==> src/rtl/hilo_unit.sv <==
// hilo_unit
// HI/LO register pair for a multi-cycle multiplier. A multu pulse starts a
// fixed-latency wait. After MUL_LAT rising edges the 64-bit product is
// captured into hi (upper word) and lo (lower word). While the multiply is in
// flight, the unit ignores moves into HI/LO and postpones reads. It raises
// stall so that the requester holds its request until the capture is done.
//
// Ports
//   clk     : single clock, rising edge
//   reset   : asynchronous, active-low reset
//   multu   : start pulse (same signal that launches the multiplier)
//   prod    : 64-bit multiplier product, valid by the capture edge
//   mfhi    : read request for HI
//   mflo    : read request for LO
//   mthi    : write request for HI
//   mtlo    : write request for LO
//   wdata   : write data for mthi/mtlo
//   hi, lo  : architectural HI and LO registers
//   rdata   : registered read data
//   rvalid  : one-cycle pulse, rdata valid
//   busy    : multiply in flight
//   stall   : combinational pipeline freeze request
//
// FSM
//   state | meaning
//   IDLE  | no multiply pending; reads and writes of HI/LO are serviced
//   WAIT  | multiply in flight; cnt counts down to the capture edge

module hilo_unit #(
  parameter int MUL_LAT = 33
) (
  input  logic        clk,
  input  logic        reset,
  input  logic        multu,
  input  logic [63:0] prod,
  input  logic        mfhi,
  input  logic        mflo,
  input  logic        mthi,
  input  logic        mtlo,
  input  logic [31:0] wdata,
  output logic [31:0] hi,
  output logic [31:0] lo,
  output logic [31:0] rdata,
  output logic        rvalid,
  output logic        busy,
  output logic        stall
);

  typedef enum logic {
    IDLE = 1'b0,
    WAIT = 1'b1
  } state_t;

  // The count runs from MUL_LAT-1 down to 0, and one more edge is spent on
  // the capture. The capture therefore lands exactly MUL_LAT edges after the
  // start edge.
  localparam logic [5:0] CNT_LOAD = 6'(MUL_LAT - 1);

  state_t     state;
  logic [5:0] cnt;

  always_ff @(posedge clk or negedge reset) begin
    if (!reset) begin
      state  <= IDLE;
      cnt    <= 6'd0;
      hi     <= 32'd0;
      lo     <= 32'd0;
      rdata  <= 32'd0;
      rvalid <= 1'b0;
      busy   <= 1'b0;
    end else begin
      rvalid <= 1'b0;

      // multu wins in either state. In WAIT it restarts the count, so the
      // product of the abandoned multiply is never captured.
      if (multu) begin
        state <= WAIT;
        cnt   <= CNT_LOAD;
        busy  <= 1'b1;
      end else if (state == WAIT) begin
        if (cnt != 6'd0) begin
          cnt <= cnt - 6'd1;
        end else begin
          hi    <= prod[63:32];
          lo    <= prod[31:0];
          state <= IDLE;
          busy  <= 1'b0;
        end
      end

      // Moves and reads are serviced only when no multiply is in flight. The
      // capture branch above only fires while busy is set, so it never
      // competes with these writes. A read sees the pre-edge hi/lo, which
      // gives read-before-write when both touch the same register. A read
      // held through a stall completes on the first edge with busy low. That
      // edge follows the capture edge, so the read returns the captured
      // value.
      if (!busy) begin
        if (mthi) hi <= wdata;
        if (mtlo) lo <= wdata;
        if (mfhi) begin
          rdata  <= hi;
          rvalid <= 1'b1;
        end else if (mflo) begin
          rdata  <= lo;
          rvalid <= 1'b1;
        end
      end
    end
  end

  assign stall = busy & (mfhi | mflo | mthi | mtlo);

endmodule

==> config.mk <==
export PLATFORM = sky130hd
export DESIGN_NAME = hilo_unit
export DESIGN_NICKNAME = d
export VERILOG_FILES = /design/src/rtl/hilo_unit.sv
export SDC_FILE = /design/constraint.sdc
export NUM_CORES = 1
export LEC_CHECK = 0
export CAP_MARGIN = 20
export CORE_MARGIN = 2
export CORE_UTILIZATION = 35
export DETAILED_ROUTE_END_ITERATION = 10
export PLACE_DENSITY_LB_ADDON = 0.2
export SLEW_MARGIN = 20
export SYNTH_ARGS = -nofsm -noshare
export SYNTH_HDL_FRONTEND = slang
export SYNTH_SLANG_ARGS = --single-unit
==> constraint.sdc <==
create_clock -name clk -period 5.1 [get_ports clk]
set_clock_uncertainty 0.05 [all_clocks]
set_input_delay 1.02 -clock clk [delete_from_list [all_inputs] [get_ports clk]]
set_output_delay 1.02 -clock clk [all_outputs]
set_load 0.02 [all_outputs]
==> results of run 1 <==
## sequential cells by signal (all words and copies together) (netlist names)
| signal | count |
|---|---|
| hi | 32 |
| cnt | 6 |
| busy | 1 |
| rvalid | 1 |
| rdata | 32 |
| state | 1 |
| lo | 32 |
## placed cells by master (no fill, tap or decap), types with 2 or more instances in the layout
cell,instances
mux2i_1,32
a31oi_1,2
ha_1,2
inv_1,3
buf_4,10
clkbuf_8,2
a21oi_1,66
or4_1,2
nand4_1,2
nor2_1,66
a41oi_1,62
o21ai_1,10
nand2b_2,2
clkdlybuf4s50_1,199
clkbuf_16,9
dfrtp_1,104
nand2_1,35
o21ai_0,89
## cell type report
cell class,count,area [um^2]
fill,1348,6890
clock inverter,4,51.30
timing repair buffer,211,2100
inverter,3,11.26
sequential,105,2629
tap,184,230.2
clock buffer,12,256.5
multi-input combinational,390,2366
## metrics by stage
step	hold slack (ps)	worst slack [ps]	instance area [um^2]	util (%)	cells
2_1_floorplan	477.6	2391	5202	-	558
3_3_place_gp	412.7	1585	7308	50.28	892
3_5_place_dp	422.7	1580	7308	50.28	892
4_1_cts	439.1	1570	7616	52.40	908
5_1_grt	458.5	1536	7644	52.59	909
6_report	433.4	1577	7644	52.59	909
## cells by family after synthesis
group                      count (synthesis)
AOI/OAI and AO/OA                        236
muxes                                     33
DFF                                      105
buffers and inverters                     63
adders and majority gates                  2
and+or+nand+nor                          119
## routing by layer
layer / track usage, % / wire (um) / vias up
met5: 0 / 0 / -
met4: 8.662 / 408 / 0
met3: 5.353 / 1355 / 27
met2: 36.46 / 8865 / 241
li1: - / - / 2374
met1: 31.52 / 7742 / 2591
## how the worst max path moves through the flow
stage / from / end / slack (ps) / depth (start not counted)
2_1_floorplan: mfhi / stall / 2390 / 2
3_5_place_dp: mthi / stall / 1580 / 3
4_1_cts: mthi / stall / 1570 / 3
6_report: mthi / stall / 1580 / 3
3_3_place_gp: mthi / stall / 1590 / 3
5_1_grt: mthi / stall / 1540 / 3
## worst max-delay path: stages
cell and delay (ps):
clkdlybuf4s50_1 460, o41a_1 430, clkdlybuf4s50_1 540
## power by group through the flow
stage | registers [W] | logic [W] | clock network [W]
finish | 0.00154 | 0.00241 | 0.000721
global route | 0.00160 | 0.00260 | 0.000760
CTS | 0.00154 | 0.00242 | 0.000729
detailed placement | 0.00156 | 0.00241 | 0
global placement | 0.00154 | 0.00235 | 0
floorplan | 0.00195 | 0.000830 | 0
==> impl_metrics.ini, run 1 <==
[run_status]
outcome = finished clean

[clock_tree]
cts_sinks = 105
cts_max_level = 3
cts_tree = done
clkLatencyLatePin_ps = 350
cts_setup_buffers = 0
cts_made_buffers = 9
cts-resized-gates = 0
clk_pin_slew_worst_paths_ps = 70
cts_buffer_depth = 2
cts-root-buf = clkbuf_16
cts_hold_buf = 0

[layout]
drive_gt1_share_pct = 5.517
area_growth_pct = 46.92
diodes = 0
nNetsFinal = 825

[critical_path]
worstPathRequired_ps = 4030
timing.rr.start = cnt[0]$_DFFE_PN0P_
start_kind = input port
critPathKind = in -> out
crit_fanout = 3
critPathArrivalTime_ps = 2450
crit_path_end_kind = output pin
rr_endpoint = hi[31]$_DFF_PN0_
rrSetupSlack_ps = 2730
worst_r2r_path_depth = 5

[floorplan]
ios = 202
fp.dieH_um = 125.9
start_util_pct = 35.80
die_w_um = 125.9
row_count = 44
core_area_um2 = 14530
dieArea_um2 = 15860

[grt]
grt-ovfl-total = 0
grt_use_total_pct = 23.24
grt_max_degree = 69
grt_antenna_before_repair = 0
grt_pass1_vias = 5151
grt_pass1_wl_mm = 29.30

[drt]
wl_per_cell_um = 20.21
drc = 0
wl_mm = 18.37
firstDrtPassIters = 5
ant_nets = 0
drtIter0Drc = 388
vias_per_cell = 5.757
routed-via-count = 5233

[min_path]
hp-start = rdata[17]$_DFFE_PN0P_
hold_depth = 2
hold_path.class = reg -> reg
hold-path-endpoint = rdata[17]$_DFFE_PN0P_

[synthesis]
postSynth.asyncResetShare_pct = 100.0
ys_ff_latch = 105
synth_top_family_by_area = compound AO/OA/AOI/OAI gates
netlist_instances = 558
ys_types = 34
muxShareOfSynthArea_pct = 6.373
synth_top_area_share_pct = 50.51
synth_area_um2 = 5202
synthAdderAreaFrac_pct = 0.4810
synth-warning-count = 0
avgSynthCellArea_um2 = 9.323
yosysTopAreaCell = dfrtp_1
synth_xor_area_share_pct = 0
synth_compound_area_share_pct = 27.80
syn-num-nets = 663
yosys.cell_count.top_type = dfrtp_1
yosys.area_share.simple_pct = 9.740
ys_seq_area_share_pct = 50.51
synthTopCellsByArea = dfrtp_1, a41oi_1, o21ai_0, a21oi_1, mux2i_1
ys_top_cells_by_count = dfrtp_1, o21ai_0, nor2_1, a21oi_1, a41oi_1
synthFlopType = dfrtp_1
synth_edf_count = 0

[sta]
relSlewSlack_pct = 36.12
tns_ps = 0
fmax_ghz = 0.2839
hold_viol = 0
final.period_utilization_pct = 69.08
min_period_ps = 3523
finalMaxSlewViolations = 0
setup_viol = 0
rsz0062_at_grt = no
worstMarginPinSlew_ps = 956.2

[power]
switching_share_pct = 41.79
power_frac_clock_pct = 15.4
p_total_w = 0.004676
p_leak_nw = 3.044
p_switching_w = 0.001954
seq_power_share_pct = 32.9
power_density_nw_per_um2 = 611.7
irDropWorstVdd_mv = 0.2447
pwr-share-comb_pct = 51.6
intPower_w = 0.002722

[placed_design]
port_buffers = 201
dp_hpwl_mm = 11.47
routabilityCongestion = 0.8048

[flow_run]
cap_violations = 0
(Power assumes the default switching activity.)
==> inputs of run 2 (changes only) <==
clock period = 2.9 ns   (was 5.1 ns; I/O delays follow)
==> impl_metrics.ini, run 2 (synthesis gave the netlist of run 1 again) <==
[run_status]
outcome = finished clean

[power]
p_leak_nw = 3.062
irDropWorstVdd_mv = 0.4907
p_total_w = 0.008206
power_density_nw_per_um2 = 1071

[layout]
fill_cells = 1350
ff_latch_area_um2 = 2629
reg.largest.list = hi (32), lo (32), rdata (32)
drive_gt1_share_pct = 5.640
diodes = 0
multi_input_area_um2 = 2366
final_common_cell = clkdlybuf4s50_1
fin_cells = 911
area_growth_pct = 47.33
final_cell_mix = clkdlybuf4s50_1, dfrtp_1, o21ai_0
nNetsFinal = 827

[critical_path]
start_kind = input port
worstPathRequired_ps = 2270
critPathKind = in -> out
crit_path_end_kind = output pin
crit_fanout = 3
critPathArrivalTime_ps = 2030

[sta]
hold_viol = 0
relSlewSlack_pct = 37.84
layout_setup_ws_ps = 240.3
tns_ps = 0
worstMarginPinSlew_ps = 930.3
min_period_ps = 2660
setup_viol = 0
fmax_ghz = 0.3760
final.period_utilization_pct = 91.71
rsz0062_at_grt = no
finalMaxSlewViolations = 0

[clock_tree]
cts_made_buffers = 9
cts-resized-gates = 0
cts_tree = done
cts_hold_buf = 0
cts_sinks = 105
clkLatencyLatePin_ps = 360
cts_buffer_depth = 2
clk_pin_slew_worst_paths_ps = 70
cts_max_level = 3
cts_setup_buffers = 0
cts-root-buf = clkbuf_16

[grt]
grt_use_met3_pct = 4.928
met1_usage_pct = 29.48
grt-ovfl-total = 0
grt_pass1_wl_mm = 28.27
grt_antenna_before_repair = 1
gr-usage-met2_pct = 37.19
grt-busiest-layer = met2
grt_pass1_vias = 5089
grt_max_degree = 68
grt_use_total_pct = 22.64

[floorplan]
ios = 202
fp.dieH_um = 125.9
dieArea_um2 = 15860
die_w_um = 125.9
row_count = 44
start_util_pct = 35.80
core_area_um2 = 14530

[flow_run]
cap_violations = 0

[drt]
ant_nets = 0
drtIter0Drc = 438
drc = 0
vias_per_cell = 5.659
wl_mm = 17.96
wl_per_cell_um = 19.72
routed-via-count = 5155
firstDrtPassIters = 5

[placed_design]
dp_hpwl_mm = 11.39
preCtsSetupSlack_ps = 254.1
routabilityCongestion = 0.8096
dpl.cell_count = 895
port_buffers = 201

[min_path]
hold_path.class = in -> async
run 2: cell count changes in the layout (fill, tap and decap cells not counted), sizes merged:
cell      before  now
buf           12   14
clkbuf        12   14
clkinv         2    1
clkinvlp       1    0
run 2: power by group:
part / total, W / internal [W] / switching, W
Combinational: 0.00420 / 0.00189 / 0.00230
Sequential: 0.00272 / 0.00217 / 0.000552
Clock: 0.00129 / 0.000740 / 0.000545
run 2: worst paths after layout:
check / startpoint / endpoint / slack (ps) / cells after the start
max: mthi / stall / 240 / 3
min: reset / rdata[26]$_DFFE_PN0P_ / 230 / 1
max reg2reg: cnt[0]$_DFFE_PN0P_ / lo[2]$_DFF_PN0_ / 610 / 5
min reg2reg: rdata[14]$_DFFE_PN0P_ / rdata[14]$_DFFE_PN0P_ / 430 / 2
max in group asynchronous: reset / lo[0]$_DFF_PN0_ / 1820 / 2
min in group clk: rdata[14]$_DFFE_PN0P_ / rdata[14]$_DFFE_PN0P_ / 430 / 2
run 2: worst max-delay path, stage by stage:
cell	delay, ps
clkdlybuf4s50_1	460
o41a_1	430
clkdlybuf4s50_1	560
run 2: final cells by class:
cell class | count | area share, %
Clock buffer | 14 | 3.575
Clock inverter | 2 | 0.4571
Inverter | 3 | 0.1469
Multi-Input combinational cell | 390 | 30.87
Sequential cell | 105 | 34.30
Tap cell | 184 | 3.004
Timing Repair Buffer | 213 | 27.65
run 2: layer usage:
metal / vias to the layer above / part of all wire, % / wire, um
met5: - / 0.072 / 13
met4: 2 / 2.1 / 386
met3: 28 / 7.1 / 1271
met2: 212 / 48 / 8685
met1: 2532 / 42 / 7607
li1: 2381 / - / -
run 2: metrics by stage:
step,cell area (um^2),util (%),hold slack [ps]
6_report,7665,52.74,232.3
3_5_place_dp,7356,50.61,419.0
3_3_place_gp,7356,50.61,412.1
4_1_cts,7665,52.74,279.1
2_1_floorplan,5202,-,234.4
5_1_grt,7665,52.74,311.5
